`src/rtl/pwm_call_arbiter.sv`:
```
// ---------------------------------------------------------------------------
// pwm_call_arbiter
//   Two-requester round-robin arbiter in front of a single shared PWM method
//   port. A granted requester's two argument words are latched onto
//   out_a/out_b, a one-cycle out_req strobe is issued, and the call is then
//   tracked through the port's out_busy handshake (rise = acknowledge,
//   fall = completion). A missing acknowledge is bounded by ACK_TIMEOUT.
//
// Ports
//   clk              rising-edge clock
//   reset            asynchronous reset, active low
//   a_req/b_req      call request level per requester
//   a_arg0/a_arg1,   argument words, held stable while x_req is high
//   b_arg0/b_arg1
//   a_busy/b_busy    call accepted and in progress (never both high)
//   a_done/b_done    one-cycle pulse when that requester's call ends
//   out_a/out_b      latched arguments presented to the shared port
//   out_req          one-cycle call strobe to the shared port
//   out_busy         shared port busy/acknowledge
//   err              sticky acknowledge-timeout flag
//   err_clr          synchronous clear of err (a same-cycle timeout wins)
//   call_count       calls completed without timeout, wraps at 16 bits
// ---------------------------------------------------------------------------
module pwm_call_arbiter #(
   parameter int WIDTH       = 32,
   parameter int ACK_TIMEOUT = 16
) (
   input  logic             clk,
   input  logic             reset,
   input  logic             a_req,
   input  logic [WIDTH-1:0] a_arg0,
   input  logic [WIDTH-1:0] a_arg1,
   output logic             a_busy,
   output logic             a_done,
   input  logic             b_req,
   input  logic [WIDTH-1:0] b_arg0,
   input  logic [WIDTH-1:0] b_arg1,
   output logic             b_busy,
   output logic             b_done,
   output logic [WIDTH-1:0] out_a,
   output logic [WIDTH-1:0] out_b,
   output logic             out_req,
   input  logic             out_busy,
   output logic             err,
   input  logic             err_clr,
   output logic [15:0]      call_count
);

   typedef enum logic [1:0] {IDLE, ISSUE, ACK, RUN} state_t;

   // Timer expires on the last permitted ACK cycle, so exactly ACK_TIMEOUT
   // cycles are spent in ACK before the call is abandoned.
   localparam logic [7:0] ACK_LAST = 8'(ACK_TIMEOUT - 1);

   state_t     state, state_nxt;
   logic       last_grant;     // 0 = A granted last, 1 = B granted last
   logic [7:0] ack_cnt;

   logic a_pend, b_pend;
   logic grant_a, grant_b, do_grant;
   logic ack_expire, run_end, call_end;

   // A requester already in a call is never pending, so x_req activity
   // during its own call has no effect.
   assign a_pend   = a_req & ~a_busy;
   assign b_pend   = b_req & ~b_busy;

   // On a tie the requester not served last wins.
   assign grant_a  = a_pend & (~b_pend | last_grant);
   assign grant_b  = b_pend & (~a_pend | ~last_grant);
   assign do_grant = (state == IDLE) & (grant_a | grant_b);

   assign ack_expire = (state == ACK) & ~out_busy & (ack_cnt == ACK_LAST);
   assign run_end    = (state == RUN) & ~out_busy;
   assign call_end   = run_end | ack_expire;

   // ---------------- next-state logic ----------------
   always_comb begin
      state_nxt = state;
      case (state)
         IDLE:    if (grant_a | grant_b) state_nxt = ISSUE;
         // An acknowledge already present during the strobe skips ACK.
         ISSUE:   state_nxt = out_busy ? RUN : ACK;
         ACK: begin
            if (out_busy)        state_nxt = RUN;
            else if (ack_expire) state_nxt = IDLE;
         end
         RUN:     if (!out_busy) state_nxt = IDLE;
         default: state_nxt = IDLE;
      endcase
   end

   // ---------------- state register ----------------
   always_ff @(posedge clk or negedge reset) begin
      if (!reset) state <= IDLE;
      else        state <= state_nxt;
   end

   // ---------------- grant, argument latch, strobe ----------------
   always_ff @(posedge clk or negedge reset) begin
      if (!reset) begin
         last_grant <= 1'b1;
         out_a      <= '0;
         out_b      <= '0;
         out_req    <= 1'b0;
      end else begin
         out_req <= do_grant;
         if (do_grant) begin
            last_grant <= grant_b;
            out_a      <= grant_b ? b_arg0 : a_arg0;
            out_b      <= grant_b ? b_arg1 : a_arg1;
         end
      end
   end

   // ---------------- per-requester busy / done ----------------
   always_ff @(posedge clk or negedge reset) begin
      if (!reset) begin
         a_busy <= 1'b0;
         b_busy <= 1'b0;
         a_done <= 1'b0;
         b_done <= 1'b0;
      end else begin
         a_done <= call_end & a_busy;
         b_done <= call_end & b_busy;
         if (do_grant) begin
            a_busy <= grant_a;
            b_busy <= grant_b;
         end else if (call_end) begin
            a_busy <= 1'b0;
            b_busy <= 1'b0;
         end
      end
   end

   // ---------------- acknowledge timer ----------------
   always_ff @(posedge clk or negedge reset) begin
      if (!reset)
         ack_cnt <= '0;
      else if ((state == ACK) && !out_busy && !ack_expire)
         ack_cnt <= ack_cnt + 8'd1;
      else
         ack_cnt <= '0;
   end

   // ---------------- error flag and completion counter ----------------
   always_ff @(posedge clk or negedge reset) begin
      if (!reset) begin
         err        <= 1'b0;
         call_count <= '0;
      end else begin
         if (ack_expire)   err <= 1'b1;
         else if (err_clr) err <= 1'b0;
         // Natural 16-bit wrap from FFFF to 0.
         if (run_end) call_count <= call_count + 16'd1;
      end
   end

endmodule

```
`config.mk`:
```
export PLATFORM = sky130hd
export DESIGN_NAME = pwm_call_arbiter
export DESIGN_NICKNAME = d
export VERILOG_FILES = /design/src/rtl/pwm_call_arbiter.sv
export SDC_FILE = /design/constraint.sdc
export NUM_CORES = 1
export LEC_CHECK = 0
export CAP_MARGIN = 20
export CORE_UTILIZATION = 30
export DETAILED_ROUTE_END_ITERATION = 12
export HOLD_SLACK_MARGIN = 0.03
export MAX_ROUTING_LAYER = met4
export PLACE_DENSITY = 0.74
export SYNTH_ARGS = -nofsm -noshare
export SYNTH_HDL_FRONTEND = slang
export SYNTH_SLANG_ARGS = --single-unit
```
`constraint.sdc`:
```
create_clock -name clk -period 1.3 [get_ports clk]
set_input_delay 0.26 -clock clk [delete_from_list [all_inputs] [get_ports clk]]
set_output_delay 0.26 -clock clk [all_outputs]
set_load 0.005 [all_outputs]
```
Yosys cells after proc, flatten, opt, wreduce, memory -nomap -nowiden. Cells that the tools add are included.

Output and inout port bits: 86. Bits of input ports: 134. Bits in latches: 0. Logic and storage cells: 63. Bits in registers: 97. Memories: 0. Memory bits (writable): 0. ROM bits: 0.

$add $sub $neg: 2. Shift operators: 0. Div/mod/pow operators: 0. Bitwise logic cells: 20. Multiply operators: 0. Multiplexer cells: 14. Order comparisons: 0. Reductions and logical operators: 8. Eq/ne operators: 7.

Operators by type and width (count): two-way mux 32 bit (2); adder 16 x 1 -> 16 bit (second input constant) (1); bitwise AND 1 bit (10); adder 8 x 1 -> 8 bit (second input constant) (1); equality test 8 x 4 -> 1 bit (second input constant) (1); two-way mux 2 bit (4); two-way mux 8 bit (1); case mux 2 bit (4 select lines) (1); two-way mux 1 bit (6); inverter 1 bit (6); equality test 2 bit (second input constant) (2); OR 1 bit (4); nonzero test 2 bit (2); inequality test 3 bit (second input constant) (1); AND reduction 3 bit (1); equality test 2 x 1 -> 1 bit (second input constant) (1); logical AND 1 bit (2); logical NOT 1 bit (2); logical NOT 2 bit (1); inequality test 2 x 1 -> 1 bit (second input constant) (1); inequality test 2 bit (second input constant) (1).

Longest topological paths before layout. Gate-level depths: netlist of run 1.

Depth in word-level cells: 8. Depth in mapped cells: 7. Mapped depth without buffers: 5.

Worst setup path before layout of run 1. Ideal clock, no wire load.

Kind: register to register. Start point: register a_busy. End point: register out_b[0]. Stages on the path, launching flop included: 8. Path buffers: 3. Arrival: 1.305 ns. Setup slack: -0.137 ns. Data required time: 1.168 ns. Period minus slack after synthesis: 1.437 ns. Setup time: 0.132 ns. Cell sequence: dfrtp_1 -> nor2b_2 -> a21o_1 -> buf_6 -> buf_12 -> buf_12 -> mux2i_1 -> o21ai_1.

Cells in the longest elaborated chain, start to end: 7. Elaborated cells between the ends (all ways): 9. Those cells by class: 1 x mux; 8 x bitwise.

Ends and longest elaborated chain: from (decl) (RTL line 33) `output logic a_busy,`; from (signal assigned) (RTL line 127) `a_busy <= grant_a;`; inverter 1 bit (*) (RTL line 65) `assign a_pend = a_req & ~a_busy;`; bitwise AND 1 bit (*) (RTL line 65); inverter 1 bit (RTL line 70) `assign grant_b = b_pend & (~a_pend | ~last_grant);`; OR 1 bit (RTL line 70); bitwise AND 1 bit (RTL line 70); OR 1 bit (RTL line 71) `assign do_grant = (state == IDLE) & (grant_a | grant_b);`; bitwise AND 1 bit (RTL line 71); to (signal assigned) (RTL line 111) `out_b <= grant_b ? b_arg1 : a_arg1;`; to (decl) (RTL line 41) `output logic [WIDTH-1:0] out_b,`.

Mark *: on every way between the ends. The rest lies on a longest branch, timed or not. A chain may end at the register's enable or synchronous reset.

Worst setup path in the final report of run 1.
Start point: register last_grant. End point: register out_b[16].

Cells in the longest elaborated chain, start to end: 5. Elaborated cells between the ends (all ways): 8. Those cells by class: 1 x mux; 7 x bitwise.

Ends and longest elaborated chain: from (decl) (RTL line 56) `logic last_grant;`; from (signal assigned) (RTL line 109) `last_grant <= grant_b;`; inverter 1 bit (RTL line 70); OR 1 bit (RTL line 70); bitwise AND 1 bit (RTL line 70); OR 1 bit (RTL line 71); bitwise AND 1 bit (RTL line 71).

Several ways; a longest one is shown, not always the timed one.

==> results list, run 1 <==
- Result of the run: finished, violations left
- The checks that failed: setup timing.
* Detailed-route wire length: 12.3 mm
- Cell area after placement: 6960 um^2
- Total count of max-transition violations in the final report: 0
* Clock tree root driver cell: sky130_fd_sc_hd__clkbuf_16
- A synthesized cell averages 10.9 um^2.
- Ys async rst share: 1.00
* Count of port buffers added during placement: 219
- Worst reg2reg path endpoint: out_b[16]
* Standby leakage power: 0.00375 uW
- Antenna Violating Nets Remaining: 0
- Setup violations remaining at the end of the flow were counted as 68.
* CP peak stage delay: 0.55 ns
* Clock tree from TritonCTS: built
* GR Util All Layers: 0.167
- After clock tree synthesis, the clock-pin slew on the worst setup and hold paths is 0.06 ns.
- Summed over all layers, the global routing overflow is 0.
* Leading cell types in the layout, fill and taps excluded: 131 x sky130_fd_sc_hd__clkdlybuf4s50_1, 95 x sky130_fd_sc_hd__dfrtp_1, 73 x sky130_fd_sc_hd__nand2_1
- HPWL Detailed: 8.99 mm
- # IOs: 220
- R2r worst-path depth: 4
- Of the synthesized area, sequential elements account for 0.547.
- For flop-to-flop paths, the worst setup slack is -0.16 ns.
- Setup CP Type: reg -> reg
* Share of the clock period used by the worst path: 1.12
- The number of clock buffers added by TritonCTS is 9.
- The die covers 15300 um^2.
- Leading cell type in the layout, fill and taps excluded: sky130_fd_sc_hd__clkdlybuf4s50_1
- Counting flops with a built-in enable in the synthesized netlist gives 0.
- After detailed routing, the average wire length per cell comes to 14.3 um.
- Between clock sinks in the finished design, the worst skew comes to 0.00786 ns.
- Required time of the critical path: 1.51 ns
- Final count of hold timing violations: 0
- The H-tree generated during clock tree synthesis spans 3 levels.
* Initial detailed-routing violation count: 132
- Critical Path Fanout Max: 31
- Headroom to the max-slew limit came out at 0.809.
- For this run, design rule violations remaining after detail routing come to 0.
- The cell count after synthesis came out at 406.
* Worst R2R Start: last_grant
* Net count reported at finish: 807
- Via count of the first global-routing pass: 3956
- Synthesis produced a netlist with a net count of 542.
* Synth Register Bits: 97
- Via/cell ratio: 4.54
- Power, Total: 12700 uW
* Main flop type after synthesis: sky130_fd_sc_hd__dfrtp_1
- Among all stages on the critical path, the largest delay is contributed by sky130_fd_sc_hd__dfstp_2.
- Inserted Diodes: 0
* Pin count of the biggest net entering global routing: 67
* Finished Cell Area: 7620 um^2
- Count of clock tree sinks: 97
- Max-cap viol count: 0
* Critical Path Source Type: flop
* Fraction of layout cells with a size suffix above 1: 0.169
- Setup WS post-layout: -0.157 ns
- Wire length of the first global-routing pass: 18.9 mm
- Setup total negative slack on the finished layout was measured at -6.03 ns.
- Worst supply voltage drop on vdd: 0.781 mV
* Total number of vias: 3901
* Initial DRT Pass Iterations: 4
- Arrival @ worst endpoint: 1.66 ns
- Setup repair after global routing could not meet its margin everywhere.
- The signal on the critical path passes through a21o_4, buf_16, mux2i_1, o21ai_0.
- Number of buffers on the longest clock path: 2
- The core region is 14500 um^2.
* Element type at the critical path end: flop
- Floorplan row count: 44
* Slew of the pin with the lowest slew margin: 0.285 ns
- At the end of routability-driven placement, the weighted congestion stood at 0.730.
- Clock network latency to the later pin of the worst-skew pair: 0.34 ns
- Initial core utilization: 0.307
- Die height: 124 um
* Die Wd: 124 um
* Pre-CTS setup slack: -0.510 ns
* Final critical delay including setup and external delays: 1.46 ns
- Measured on the finished design, the core utilization comes to 0.526.
* Number of antenna violations at the first check in global routing: 0
- The tightest min-delay check is of the in -> async type.
- Cell area power density: 1660 nW/um^2
- The synthesized netlist contains 39 unique library cells.
- Fillers: 1324
- Mapped Area: 4440 um^2
- Static timing analysis puts the maximum clock frequency at 686 MHz.
* Yosys warnings: 0
- Area Overhead vs Synth: 71.5%
state kept, by name, indices dropped and copies added, names as in the netlist, 2 cells and up:
register,count
out_a,32
ack_cnt,8
out_b,32
state,2
call_count,16
synth_stat cells (2+ instances only):
cell,n,share of area
sky130_fd_sc_hd__and3_1,4,0.0056
sky130_fd_sc_hd__inv_1,5,0.0042
sky130_fd_sc_hd__o21ai_1,38,0.043
sky130_fd_sc_hd__ha_1,2,0.0056
sky130_fd_sc_hd__nor2b_1,2,0.0028
sky130_fd_sc_hd__clkbuf_1,5,0.0042
sky130_fd_sc_hd__xnor2_1,15,0.030
sky130_fd_sc_hd__nand3_1,7,0.0079
sky130_fd_sc_hd__dfrtp_1,96,0.54
sky130_fd_sc_hd__mux2i_1,64,0.14
sky130_fd_sc_hd__buf_12,5,0.023
sky130_fd_sc_hd__o21ai_0,30,0.034
sky130_fd_sc_hd__and2_1,2,0.0028
sky130_fd_sc_hd__xor2_1,4,0.0079
sky130_fd_sc_hd__nand2_1,75,0.063
sky130_fd_sc_hd__o22ai_1,2,0.0028
sky130_fd_sc_hd__a21o_1,2,0.0034
sky130_fd_sc_hd__buf_2,9,0.010
sky130_fd_sc_hd__nand4_1,4,0.0056
sky130_fd_sc_hd__nor2_1,13,0.011
sky130_fd_sc_hd__buf_6,4,0.010
metrics by stage:
step           hold WS [ns]  cells
3_3_place_gp          0.155    814
5_1_grt               0.349    860
3_5_place_dp          0.158    814
4_1_cts               0.337    854
2_1_floorplan       -0.0356    406
6_report              0.339    860
timing repair:
item | CTS | global route
cloned | 0 | 0
hold buffers | 1 | 0
hold endpoints to repair | 14 | 0
resized for setup | 115 | 71
setup endpoints to repair | 169 | 110
pin swaps | 8 | 18
setup buffers | 23 | 8
cell type report:
cell class,instances,area [um^2],share of cell area
multi-input combinational,280,1960,0.257
timing repair buffer,278,2680,0.352
tap,184,230,0.0302
inverter,5,21.3,0.00279
clock buffer,13,260,0.0342
sequential,97,2430,0.319
clock inverter,3,40.0,0.00526
routing by layer:
metal | routed length, um | global-route usage
met2 | 6470 | 0.294
met1 | 4800 | 0.181
met3 | 820 | 0.0453
met5 | 0 | -
met4 | 186 | 0.0542
report_power, final:
part / internal [uW] / leakage, uW / total (uW) / switching (uW)
sequential: 4120 / 0.00124 / 4710 / 589
clock: 1590 / 0.000150 / 2680 / 1090
combinational: 2990 / 0.00237 / 5290 / 2300
total: 8700 / 0.00375 / 12700 / 3980
cell families (layout without fill, tap and decap cells):
group                    after synthesis  in the layout  share of synthesized area
buffers and inverters                 29            299                     0.0530
XOR/XNOR                              20             20                     0.0411
adder cells (fa/ha/maj)                2              2                    0.00563
AND/OR/NAND/NOR                      117            117                      0.117
AO/OA/AOI/OAI                         76             76                     0.0893
multiplexers                          65             65                      0.147
flip-flops                            97             97                      0.547
how the worst max path moves through the flow:
stage                endpoint  slack, ns        from  cells after the start
floorplan            out_b[0]      -0.13      a_busy                      7
global placement    out_a[21]      -0.47       a_req                      6
detailed placement  out_a[22]      -0.51       a_req                      6
CTS                 out_b[16]      -0.16      b_busy                      5
global route         out_b[7]      -0.21      a_busy                      5
finish              out_b[16]      -0.16  last_grant                      4
worst max-delay path: cells and delay by family (launching register included):
kind / cells / cell delay, ns
buffers and inverters: 1 / 0.22
AO/OA/AOI/OAI: 2 / 0.27
multiplexers: 1 / 0.23
flip-flops: 1 / 0.55
Note: power is estimated with default switching activity, not from simulation.
==> run 2, diff against run 1 <==
--- a/config.mk
+++ b/config.mk
@@ -6,6 +6,7 @@
 export NUM_CORES = 1
 export LEC_CHECK = 0
 export CAP_MARGIN = 20
+export CORE_ASPECT_RATIO = 1.4
 export CORE_UTILIZATION = 30
 export DETAILED_ROUTE_END_ITERATION = 12
 export HOLD_SLACK_MARGIN = 0.03
@@ -14,3 +15,4 @@
 export SYNTH_ARGS = -nofsm -noshare
 export SYNTH_HDL_FRONTEND = slang
 export SYNTH_SLANG_ARGS = --single-unit
+export TNS_END_PERCENT = 30
==> results list, run 2 (synthesis results as in run 1) <==
* Critical Path Source Type: flop
* R2r worst-path depth: 6
* Worst reg2reg path endpoint: out_a[20]
- Summed over all failing endpoints, the final setup total negative slack is -10.40 ns.
- Slew of the pin with the lowest slew margin: 0.285 ns
- Unrepaired setup endpoints after global routing: true
- Data on the critical path arrives at its endpoint at 1.73 ns.
- Number of buffers added by the clock tree synthesis step: 9
- The H-tree was split into 3 levels.
- # IOs: 220
* Clock tree root driver cell: sky130_fd_sc_hd__clkbuf_16
- Floorplan row count: 52
- Worst clock skew on the final layout: 0.0109 ns
* Number of buffers on the longest clock path: 2
- After clock tree synthesis, the clock-pin slew on the worst setup and hold paths is 0.07 ns.
* Count of clock tree sinks: 97
- Worst R2R Start: a_busy
- Min Hold Slack: 0.288 ns
- In this run the static leakage power is 0.00375 uW.
- Setup WS post-layout: -0.215 ns
- Slew HR: 0.810
- Clock network latency to the later pin of the worst-skew pair: 0.34 ns
- Counting tap cells, the placed design contains a total of 824 instances.
- The via count of the first global-routing pass is 4075.
- Total count of max-transition violations in the final report: 0
- Entering global routing, the biggest net connects 79 pins.
- In the layout the commonest cells are 132 x sky130_fd_sc_hd__clkdlybuf4s50_1, 96 x sky130_fd_sc_hd__dfrtp_1, 77 x sky130_fd_sc_hd__dlygate4sd2_1.
* Top flop regs: out_a (32), out_b (32), call_count (16)
- Fraction of layout cells with a size suffix above 1: 0.157
- Of the available clock period, the critical path in the final layout requires 1.17.
- For the worst setup path, the data required time is 1.52 ns.
- Via/cell ratio: 4.47
* Element type at the critical path end: flop
- The initial utilization of the core area, before any placement, comes to 0.308.
- The checks that failed: setup timing.
* Worst supply voltage drop on vdd: 0.720 mV
- TritonCTS built the clock tree.
* Footprint of the flip-flops and latches: 2430 um^2
- The worst setup path is of the reg -> reg kind.
- The HPWL after detailed placement is 9.18 mm.
* Post-layout instance count excluding filler cells: 864
- Max-cap viol count: 0
- Remaining routing DRC violations: 0
* Cell area power density: 1690 nW/um^2
- For this run the aggregate overflow at the end of global routing stands at 0.
- Setup violations remaining at the end of the flow were counted as 70.
- The multi-input combinational cells in the finished layout cover a total of 1880 um^2.
- DIE AREA: 15300 um^2
* Final count of hold timing violations: 0
* Final estimated routing congestion in global placement: 0.780
* Leading cell type in the layout, fill and taps excluded: sky130_fd_sc_hd__clkdlybuf4s50_1
- Final critical delay including setup and external delays: 1.51 ns
- Result of the run: finished, violations left
- Critical Path Fanout Max: 18
* Number of antenna violations at the first check in global routing: 0
- The final layout contains routed wiring with a total length of 12.4 mm.
- Wire length of the first global-routing pass: 19.0 mm
* Initial DRT Pass Iterations: 4
* Type of the most critical hold path: in -> async
- The setup check on the worst reg-to-reg path leaves a slack of -0.21 ns.
- Antenna Violating Nets Remaining: 0
* Top achievable clock speed: 660 MHz
- In the final design database the tool counted 806 nets.
- GR Util All Layers: 0.162
- Initial detailed-routing violation count: 68
- Total number of vias: 3861
* Area of the core region: 14400 um^2
- 0 antenna diodes ended up in the layout.
- Counting the fill cells in the layout gives 1326.
* Die height: 146 um
- Area Overhead vs Synth: 69.9%
* Die Wd: 105 um
* Count of port buffers added during placement: 219
* Drt wl/cell: 14.3 um
==> run 2: changes by cell type in the layout (fill, tap and decap cells not counted), sizes merged <==
cell           before  now
clkdlybuf4s15      21    4
clkinv              2    1
clkinvlp            0    2
clkdlybuf4s50     131  132
dlygate4sd2        63   77
buf                61   60
dlymetal6s2s        1    0
clkbuf             13   15
==> run 2: through the flow <==
step	worst slack [ns]	instance area, um^2	util	power [uW]
2_1_floorplan	-0.134	4440	-	7020
3_3_place_gp	-0.454	7020	0.486	10100
3_5_place_dp	-0.492	7020	0.486	10300
4_1_cts	-0.201	7430	0.514	12600
5_1_grt	-0.289	7550	0.523	13600
6_report	-0.215	7550	0.523	12700
==> run 2: cell type report <==
class                           count  share of cell area
Multi-Input combinational cell    280               0.249
Timing Repair Buffer              277               0.353
Clock inverter                      4             0.00663
Sequential cell                    97               0.322
Inverter                            5             0.00282
Clock buffer                       12              0.0353
Tap cell                          189              0.0313
==> run 2: worst max-delay path: stages (launching register included) <==
cell and delay [ns]:
sky130_fd_sc_hd__dfrtp_1 0.40, sky130_fd_sc_hd__buf_6 0.13, sky130_fd_sc_hd__nor2b_4 0.11, sky130_fd_sc_hd__a21o_4 0.21, sky130_fd_sc_hd__buf_12 0.20, sky130_fd_sc_hd__mux2i_1 0.25
sky130_fd_sc_hd__o21ai_1 0.08
==> run 2: per-layer routing <==
| metal | track usage | wire, um | part of all wire |
|---|---|---|---|
| met1 | 0.165 | 4820 | 0.39 |
| met2 | 0.300 | 6690 | 0.54 |
| met3 | 0.0434 | 746 | 0.060 |
| met4 | 0.0437 | 113 | 0.0091 |
| met5 | - | 0 | 0 |
==> run 2: where the power goes <==
part / internal [uW] / switching [uW]
Sequential: 4110 / 574
Combinational: 2980 / 2330
Clock: 1650 / 1110
Total: 8740 / 4000
==> run 2: repair_timing <==
action                                  in CTS  in global routing
pin swaps                                    7                  7
buffers inserted                            18                  3
endpoints found under the setup margin     166                 94
endpoints found under the hold margin       96                  0
gates resized for setup                    120                 40
hold buffers                                 1                  0
gates cloned                                 0                  2
==> run 2: worst max-delay path by stage <==
stage          startpoint         to  slack [ns]  cells after the start
2_1_floorplan      a_busy   out_b[0]       -0.13                      7
3_3_place_gp        b_req   state[0]       -0.45                      6
3_5_place_dp        a_req   out_a[2]       -0.49                      6
4_1_cts            a_busy   out_a[8]       -0.20                      6
5_1_grt            a_busy  out_a[25]       -0.29                      6
6_report           a_busy  out_a[20]       -0.21                      6
==> run 3, diff against run 2 <==
--- a/config.mk
+++ b/config.mk
@@ -8,6 +8,7 @@
 export CAP_MARGIN = 20
 export CORE_ASPECT_RATIO = 1.4
 export CORE_UTILIZATION = 30
+export CTS_CLUSTER_SIZE = 24
 export DETAILED_ROUTE_END_ITERATION = 12
 export HOLD_SLACK_MARGIN = 0.03
 export MAX_ROUTING_LAYER = met4
==> results of run 3 <==
Same layout as run 2: the final DEF is identical, and so are final timing and power.
